<file path="src/rtl/sub32_seq.sv">
// Chunk-serial subtractor: diff = a - b, CHUNK_W bits per cycle, LSB chunk first; result valid N_CHUNK cycles after accept.
// Valid/ready on both sides: operands are accepted only in IDLE, and the result is held in DONE until ready_i.
module sub32_seq #(
    parameter int DATA_W  = 32,
    parameter int CHUNK_W = 8
) (
    input  logic              clk_i,
    input  logic              rst_i,
    input  logic              valid_i,
    output logic              ready_o,
    input  logic [DATA_W-1:0] a_i,
    input  logic [DATA_W-1:0] b_i,
    output logic              valid_o,
    input  logic              ready_i,
    output logic [DATA_W-1:0] diff_o,
    output logic              borrow_o,
    output logic              zero_o
);

    localparam int N_CHUNK = DATA_W / CHUNK_W;
    localparam int CNT_W   = $clog2(N_CHUNK) + 1;
    localparam logic [CNT_W-1:0] LAST_CNT = CNT_W'(N_CHUNK - 1);

    generate
        if (DATA_W % CHUNK_W != 0) begin : g_bad_chunk
            $error("sub32_seq: DATA_W must be a multiple of CHUNK_W");
        end
    endgenerate

    typedef enum logic [1:0] {
        S_IDLE = 2'd0,
        S_RUN  = 2'd1,
        S_DONE = 2'd2
    } state_t;

    state_t              r_state;
    state_t              w_state_nxt;
    logic [DATA_W-1:0]   r_a;
    logic [DATA_W-1:0]   r_b;
    logic [DATA_W-1:0]   r_acc;
    logic [CNT_W-1:0]    r_cnt;
    logic                r_borrow;
    logic [DATA_W-1:0]   r_diff;
    logic                r_borrow_out;
    logic                r_zero;

    logic                w_accept;
    logic                w_last;
    logic [CHUNK_W:0]    w_sub;
    logic                w_bout;
    logic [DATA_W-1:0]   w_acc_nxt;

    assign w_accept = valid_i && (r_state == S_IDLE);
    assign w_last   = (r_cnt == LAST_CNT);

    // Operands shift right so the current chunk is always the low CHUNK_W bits.
    assign w_sub  = {1'b0, r_a[CHUNK_W-1:0]} - {1'b0, r_b[CHUNK_W-1:0]} - (CHUNK_W+1)'(r_borrow);
    assign w_bout = w_sub[CHUNK_W];

    // Result chunks enter at the top; after N_CHUNK shifts chunk 0 sits at the bottom.
    always_comb begin
        w_acc_nxt = r_acc >> CHUNK_W;
        w_acc_nxt[DATA_W-1 -: CHUNK_W] = w_sub[CHUNK_W-1:0];
    end

    always_ff @(posedge clk_i or posedge rst_i) begin
        if (rst_i) begin
            r_state <= S_IDLE;
        end else begin
            r_state <= w_state_nxt;
        end
    end

    always_comb begin
        w_state_nxt = r_state;
        case (r_state)
            S_IDLE: begin
                if (w_accept) begin
                    w_state_nxt = S_RUN;
                end
            end
            S_RUN: begin
                if (w_last) begin
                    w_state_nxt = S_DONE;
                end
            end
            S_DONE: begin
                if (ready_i) begin
                    w_state_nxt = S_IDLE;
                end
            end
            default: begin
                w_state_nxt = S_IDLE;
            end
        endcase
    end

    always_ff @(posedge clk_i or posedge rst_i) begin
        if (rst_i) begin
            r_a          <= '0;
            r_b          <= '0;
            r_acc        <= '0;
            r_cnt        <= '0;
            r_borrow     <= 1'b0;
            r_diff       <= '0;
            r_borrow_out <= 1'b0;
            r_zero       <= 1'b0;
        end else begin
            if (w_accept) begin
                r_a      <= a_i;
                r_b      <= b_i;
                r_borrow <= 1'b0;
                r_cnt    <= '0;
            end else if (r_state == S_RUN) begin
                r_a      <= r_a >> CHUNK_W;
                r_b      <= r_b >> CHUNK_W;
                r_acc    <= w_acc_nxt;
                r_borrow <= w_bout;
                r_cnt    <= w_last ? '0 : r_cnt + CNT_W'(1);
                // Visible outputs change only once the whole difference is known.
                if (w_last) begin
                    r_diff       <= w_acc_nxt;
                    r_borrow_out <= w_bout;
                    r_zero       <= (w_acc_nxt == '0);
                end
            end
        end
    end

    assign ready_o  = (r_state == S_IDLE);
    assign valid_o  = (r_state == S_DONE);
    assign diff_o   = r_diff;
    assign borrow_o = r_borrow_out;
    assign zero_o   = r_zero;

endmodule

</file>
<file path="config.mk">
export PLATFORM = sky130hd
export DESIGN_NAME = sub32_seq
export DESIGN_NICKNAME = d
export VERILOG_FILES = /design/src/rtl/sub32_seq.sv
export SDC_FILE = /design/constraint.sdc
export NUM_CORES = 1
export LEC_CHECK = 0
export CAP_MARGIN = 20
export CORE_AREA = 2 2 112 114
export DETAILED_ROUTE_END_ITERATION = 16
export DIE_AREA = 0 0 114 116
export PLACE_DENSITY = 0.73
export SYNTH_ARGS = -nofsm -noshare
export SYNTH_HDL_FRONTEND = slang
export SYNTH_SLANG_ARGS = --single-unit
</file>
<file path="constraint.sdc">
create_clock -name clk_i -period 4.3 [get_ports clk_i]
set_clock_uncertainty 0.2 [all_clocks]
set_input_delay 0.86 -clock clk_i [delete_from_list [all_inputs] [get_ports clk_i]]
set_output_delay 0.86 -clock clk_i [all_outputs]
set_load 0.01 [all_outputs]
</file>
---- Yosys cells after proc, flatten, opt, wreduce, memory -nomap -nowiden ----
Index checks and enable logic that the tools add are counted.
storage, ports and cells
  register bits ........................... 136
  logic and storage cells ................. 39
operators by class
  add/sub/neg operators ................... 3
  equality and inequality tests ........... 6
  multiplexer cells ....................... 13
  bitwise logic cells ..................... 1
  reductions and logical operators ........ 7
operators with widths
  cell                                                                     count
  32-bit 2-to-1 mux                                                        4
  32-bit logical NOT                                                       1
  3-bit 2-to-1 mux                                                         3
  8-bit by 8-bit subtractor with 9-bit output                              1
  9-bit by 1-bit subtractor with 9-bit output                              1
  2-bit 2-to-1 mux                                                         3
  2-bit case mux with 3 select lines                                       1
  3-bit AND reduction                                                      2
  2-bit by 1-bit inequality test with 1-bit output, second input constant  2
  3-bit by 1-bit adder with 3-bit output, second input constant            1
  3-bit by 2-bit equality test with 1-bit output, second input constant    1
  2-bit by 1-bit equality test with 1-bit output, second input constant    1
  2-bit equality test, second input constant                               1
  2-bit logical NOT                                                        1
  1-bit 2-to-1 mux                                                         2
  2-bit inequality test, second input constant                             1
  2-bit AND reduction                                                      1
  2-bit nonzero test                                                       1
  1-bit logical AND                                                        1
  1-bit inverter                                                           1

---- Longest topological paths before layout ----
  depth after elaboration ................. 4
  depth in mapped cells ................... 9
  gate-level depth less buffers ........... 9

---- Worst setup path before layout ----
No wires, ideal clock.
  path kind ............................... register to register
  from .................................... register r_a[0]
  to ...................................... register r_zero (netlist: zero_o)
  library setup time ...................... 0.068 ns
  data arrival time ....................... 2.260 ns
  required time ........................... 4.032 ns
  slack ................................... 1.772 ns
  stages on the path, launching flop included .. 8
  path buffers ............................ 0
  path through ............................ dfrtp_1 fa_1 ha_1 o21ai_0 a2111oi_0 nor4_1 a311oi_1 a32o_1
between the ends
  cells in the longest elaborated chain, start to end .. 3
ends and longest elaborated chain
  what                                         line  source
  start, declared                              38    logic [DATA_W-1:0] r_a;
  start signal, assigned                       110   r_a <= a_i;
  start signal, assigned                       115   r_a <= r_a >> CHUNK_W;
  8-bit by 8-bit subtractor with 9-bit output  57    assign w_sub = {1'b0, r_a[CHUNK_W-1:0]} - {1'b0, r_b[CHUNK_W-1:0]} - (CHUNK_W+1)'(r_borrow);
  9-bit by 1-bit subtractor with 9-bit output  57
  32-bit logical NOT                           124   r_zero <= (w_acc_nxt == '0);
  end signal, assigned                         124
  end, declared                                45    logic r_zero;
Every way passes these cells.
A chain may end at the register's enable or synchronous reset.

---- Worst setup path in the final report ----
Same ends and word-level chain as after synthesis.

==> results.tsv <==
stage	metric	value	unit
final_layout	Area Growth Syn to Fin	33.2	%
cts	Reg clk slew, reported paths	0.06	ns
power	Pwr Total	6.49	mW
global_route	grt ovf	0	
floorplanning	Starting Density	46.8	%
final_layout	layout cells sized above 1	6.30	%
placed_design	post-DP HPWL	8.53	mm
timing	Slew @ Worst Pin	0.956	ns
cts	Clock Path Buffers	2	
cts	CTS tree	yes	
synth	FF+latch count, synth	128	
setup_path	Critical Path AT	2.96	ns
synth	Async SR Flop Fraction	100	%
setup_path	Setup crit end kind	flop	
final_layout	commonest non-fill, non-tap cell in the layout	nand2_1	
power	PD cells	874	mW/mm^2
route	DRT Wirelength	13.0	mm
power	maximum vdd ir drop	337	uV
timing	Fin. Hold Viols	0	
final_layout	Core Util, Final	62.3	%
worst_hold_path	min-delay worst type	flop to flop	
floorplanning	Rows	40	
global_route	initial antenna violation count	0	
cts	clock sink count	128	
timing	Final Cycle Share	65.4	%
setup_path	Crit Path Class	flop to flop	
timing	fin crit period	2.81	ns
floorplanning	Ports	104	
cts	Post-CTS Setup Repair Bufs	0	
final_layout	Reg area	0.00320	sq mm
final_layout	final cell count without fillers	861	
setup_path	Critical Path RT	4.44	ns
cts	cts bufs inserted	17	
synth	EDFF count, synth	0	
final_layout	fill cell count	1008	
timing	unrepaired setup endpoints after global routing	no	
timing	max-slew violation count	0	
synth	ys flop type	dfrtp_1	
timing	Fmax	0.356	GHz
floorplanning	die width	114	um
synth	count of cell types in the netlist	34	
power	Lkg Pwr	3.66	nW
timing	Setup TNS Final	0	ns
cts	clk_lat worst skew	0.42	ns
synth	yosys warns	0	
synth	syn avg cell area	9.18	sq um
global_route	GRT Util Overall	20.9	%
route	per-cell routed wire length	15.0	um
timing	final setup vio count	0	
cts	clock root cell	clkbuf_16	
placed_design	Buffers on Ports	103	
synth	Synth Instances	607	
cts	CTS Hold Bufs	0	
global_route	largest net degree at the start of global routing	75	
global_route	global-route wire length before repair	21.6	mm
synth	synthesized area	0.00557	sq mm
placed_design	final RePlAce weighted congestion	0.799	
route	Via Count	4506	
route	post-route ant nets	0	
route	DRT iter0 DRCs	340	
floorplanning	Core ar.	0.0119	sq mm
floorplanning	Die Y-Extent	116	um
route	DRC viols	0	
timing	worst relative slew slack	36.1	%
final_layout	diodes inserted	0	
setup_path	crit-path max FO	3	
synth	fraction of the yosys area taken by sequential cells	57.5	%
outcome	status	completed	
final_layout	most frequent cells in the layout	nand2_1, dfrtp_1, clkdlybuf4s50_1, a22oi_1, inv_1	
cts	CTS HTree Levels	4	
final_layout	Nets	787	
global_route	vias in the first global route	4525	
flow_run	Max Cap Violations	0	
timing	Worst Hold Slack	0.271	ns
synth	Post-Syn Nets	692	
floorplanning	Total Die Area	0.0132	sq mm
placed_design	Cells after DPL	830	
route	First-pass DRT Iterations	5	
route	vias per std cell	5.23	
final_layout	area of the multi-input gates	0.00214	sq mm
cts	post_cts resized	0	
setup_path	startpoint types	flop	
[flip-flops by register name, summed over array words and instances, names as in the netlist]
signal,count
borrow_o,1
diff_o,32
r_a,32
r_acc,24
r_b,32
r_borrow,1
r_cnt,3
r_state,2
zero_o,1
[where the power goes]
part	switching, mW	total (mW)	internal, mW
combinational	1.60	2.74	1.13
clock	0.532	1.65	1.12
sequential	0.347	2.10	1.75
[layer usage]
metal	up-vias	wire length (um)	track usage [%]
met3	17	671	5.91
met1	2166	5830	27.2
met4	0	184	6.75
met5	-	0	0
met2	131	6270	34.2
li1	2192	-	-
[critical path, cell delays in order, from the launching register on]
cell and delay [ns]:
dfrtp_1 0.40, fa_1 0.46, ha_1 0.29, o21ai_0 0.15
a2111oi_0 0.56, nor4_1 0.09, a311oi_1 0.37, a32o_1 0.23
[final timing paths]
check,slack [ns],depth (start not counted),start,end
hold / removal,0.27,2,diff_o[22],diff_o[22]
setup reg to reg,1.49,7,r_a[0],zero_o
min in group asynchronous,0.80,2,rst_i,r_state[1]
hold reg to reg,0.27,2,diff_o[22],diff_o[22]
max in group asynchronous,2.24,3,rst_i,diff_o[30]
setup / recovery,1.49,7,r_a[0],zero_o
[synth_stat cells, types with 2 or more instances]
cell type	instances	area, sq um
nand2_1	254	953
dfrtp_1	128	3200
a22oi_1	39	293
inv_1	28	105
clkbuf_1	24	90.1
o21ai_0	22	110
nand3_1	17	85.1
ha_1	15	188
nor3_1	13	65.1
a221o_1	9	90.1
nor2_1	9	33.8
buf_1	7	26.3
nor4_1	6	37.5
xnor2_1	5	43.8
buf_2	4	20.0
nand2b_1	3	18.8
a211oi_1	2	15.0
a31oi_1	2	12.5
fa_1	2	40.0
nand4_1	2	12.5
nor4b_1	2	17.5
xor2_1	2	17.5
[metrics by stage]
stage	cell area (sq um)	setup slack, ns
2_1_floorplan	5580	1.66
3_3_place_gp	6740	1.43
3_5_place_dp	6740	1.38
4_1_cts	7420	1.53
5_1_grt	7420	1.27
6_report	7420	1.49
[cells by family after synthesis]
logic type | Yosys count | share of synthesized area [%]
xor+xnor | 7 | 1.10
flops | 128 | 57.5
fa+ha+maj | 17 | 4.09
buf+inv | 63 | 4.33
simple gates | 313 | 22.8
compound gates | 79 | 10.2
[area by class of cell]
class / count / area share (%)
flip-flops and latches: 128 / 43.2
multi-input cells: 416 / 28.8
repair buffers: 111 / 14.9
clock buffers: 19 / 6.10
clock inverters: 12 / 3.07
well taps: 147 / 2.48
inverters: 28 / 1.47
No activity file was read; power rests on OpenSTA's default activity.
==> RTL edit, RTL diff (same settings) <==
Encoding of `state_t`: now one-hot (3 bits for 3 states).
--- a/src/rtl/sub32_seq.sv
+++ b/src/rtl/sub32_seq.sv
@@ -27,10 +27,10 @@
         end
     endgenerate
 
-    typedef enum logic [1:0] {
-        S_IDLE = 2'd0,
-        S_RUN  = 2'd1,
-        S_DONE = 2'd2
+    typedef enum logic [2:0] {
+        S_IDLE = 3'b001,
+        S_RUN  = 3'b010,
+        S_DONE = 3'b100
     } state_t;
 
     state_t              r_state;
Formal check against the unedited RTL: same outputs for any inputs over 10 cycles, from zero or initial values and one cycle with rst_i high; not proved beyond that.
==> RTL edit against the unedited design <==
  * Sequential cell count increased by 1
  * Power decreased by 9.9%
  * Count of clock-buffer cells in the layout increased by 5
  * Via count increased by 0.95%
  * Setup slack got worse by 0.44 ns
  * Synthesized area increased by 1.9%
  * Design area increased by 0.32%
  * Routed wire length decreased by 1.0%
  * Critical path type unchanged
  * Critical endpoint unchanged
  * Largest cell class unchanged
  * Largest power group unchanged
  * Highest routed layer unchanged
==> RTL edit: results (changes against the unedited design) <==
The prevailing post-synth register cell is dfrtp_1 (unchanged). The latest clock arrival within the worst-skew pair came out at 0.42 ns (about the same). The detail-routed via count per cell is 5.23 (about the same). The number of warnings printed during yosys synthesis was 0 (unchanged). The global-route congestion overflow total came out at 0 (unchanged). The part of the total power dissipated in the clock network is 24.7% (was 25.5%).

The area share of fa/ha/maj cells after synthesis came out at 4.01% (was 4.09%). The sequential group power came out at 2050 uW (was 2100 uW). The antenna diode count is 0 (unchanged). The detailed-route DRC error count came to 0 (unchanged). The cell area reported after detailed placement is 0.00682 sq mm (was 0.00674 sq mm). The average routed wire per standard cell is 14.7 um (was 15.0 um).

The cell area power density came out at 785 mW/mm^2 (was 874 mW/mm^2). The sequential element share of the synthesized area came to 56.9% (was 57.5%). The net count of the finished layout is 795 (was 787). The internal cell power is 3670 uW (was 4000 uW). The initial detailed-routing violation count is 324 (was 340). The number of library cell types mapped by synthesis is 41 (was 34). The leakage power total came to 0.00362 uW (was 0.00366 uW). The synthesized net count came to 699 (was 692). The pin count of the biggest net entering global routing came out at 77 (was 75). Most used standard cells in the synthesized netlist: 257 x nand2_1, 128 x dfrtp_1, 40 x a22oi_1 (was 254 x nand2_1, 128 x dfrtp_1, 39 x a22oi_1).

The global routing usage summed across all routing layers came out at 20.7% (was 20.9%). The clock tree buffer depth was 2 (unchanged). The via count of the first global-routing pass is 4466 (was 4525). The filler-free cell count of the finished design is 870 (was 861). The XOR/XNOR share of the synthesized area came out at 1.08% (was 1.10%). The detailed placement HPWL came to 8810 um (was 8530 um). The met1 track demand over resource in global routing is 27.1% (was 27.2%).

The worst ir drop on vdd came to 0.319 mV (was 0.337 mV). The critical path arrival was 3.39 ns (was 2.96 ns). The cell chosen for the clock root is clkbuf_16 (unchanged).

The first-pass GRT wire length is 21500 um (was 21600 um). The origin of the worst min-delay path is r_a[8] (was diff_o[22]). The global routing usage on met2 is 33.5% (was 34.2%). The fraction of final layout cells with drive strength greater than 1 came out at 6.92% (was 6.30%).

Largest cells by area after synthesis: dfrtp_1 56%, nand2_1 17%, a22oi_1 5.3% (was dfrtp_1 57%, nand2_1 17%, a22oi_1 5.3%). The setup slack at placement was 1.06 ns (was 1.38 ns). The actual transition at the worst max-transition pin came to 0.877 ns (was 0.956 ns).

The routed length on met3 came out at 800 um (was 671 um). The class of the tightest hold or removal check is flop to flop (unchanged). The final weighted congestion of routability-driven global placement is 0.783 (was 0.799).

The post-synthesis area per instance is 9.24 sq um (was 9.18 sq um). The met1 wire length is 5660 um (was 5830 um). The met3 capacity usage during global routing is 6.17% (was 5.91%).

Outcome: finished, final reports clean (unchanged). The detailed-router iteration count before antenna repair came out at 4 (was 5). The top routing layer in use is met4 (unchanged).

The share of flip-flops with an asynchronous set or reset is 100% (unchanged). The area fraction in compound gates after synthesis came out at 11.6% (was 10.2%). The routed length on met2 came out at 6140 um (was 6270 um).

The total placed cells including tap cells came out at 837 (was 830).
RTL edit: final timing paths:
kind | to | slack [ns] | cells past startpoint
max in group asynchronous | diff_o[27] | 2.26 | 3
worst min-delay path | r_a[8] | 0.27 | 2
worst min register to register | r_a[8] | 0.27 | 2
worst max-delay path | zero_o | 1.05 | 9
worst max register to register | zero_o | 1.05 | 9
min in group asynchronous | diff_o[18] | 0.77 | 2
RTL edit: cell type report:
class / count / area, sq um
clock buffer: 24 / 502
clock inverter: 8 / 101
fill: 985 / 4470
inverter: 23 / 90.1
multi-input combinational: 427 / 2230
sequential: 129 / 3230
tap: 147 / 184
timing repair buffer: 112 / 1110
RTL edit: critical path, stage by stage (launching register included):
cell	delay (ns)
dfrtp_1	0.40
fa_1	0.57
ha_1	0.16
nor2_1	0.06
fa_1	0.40
a21bo_2	0.24
a211oi_1	0.34
xnor2_1	0.21
or4b_1	0.47
o21ai_1	0.13
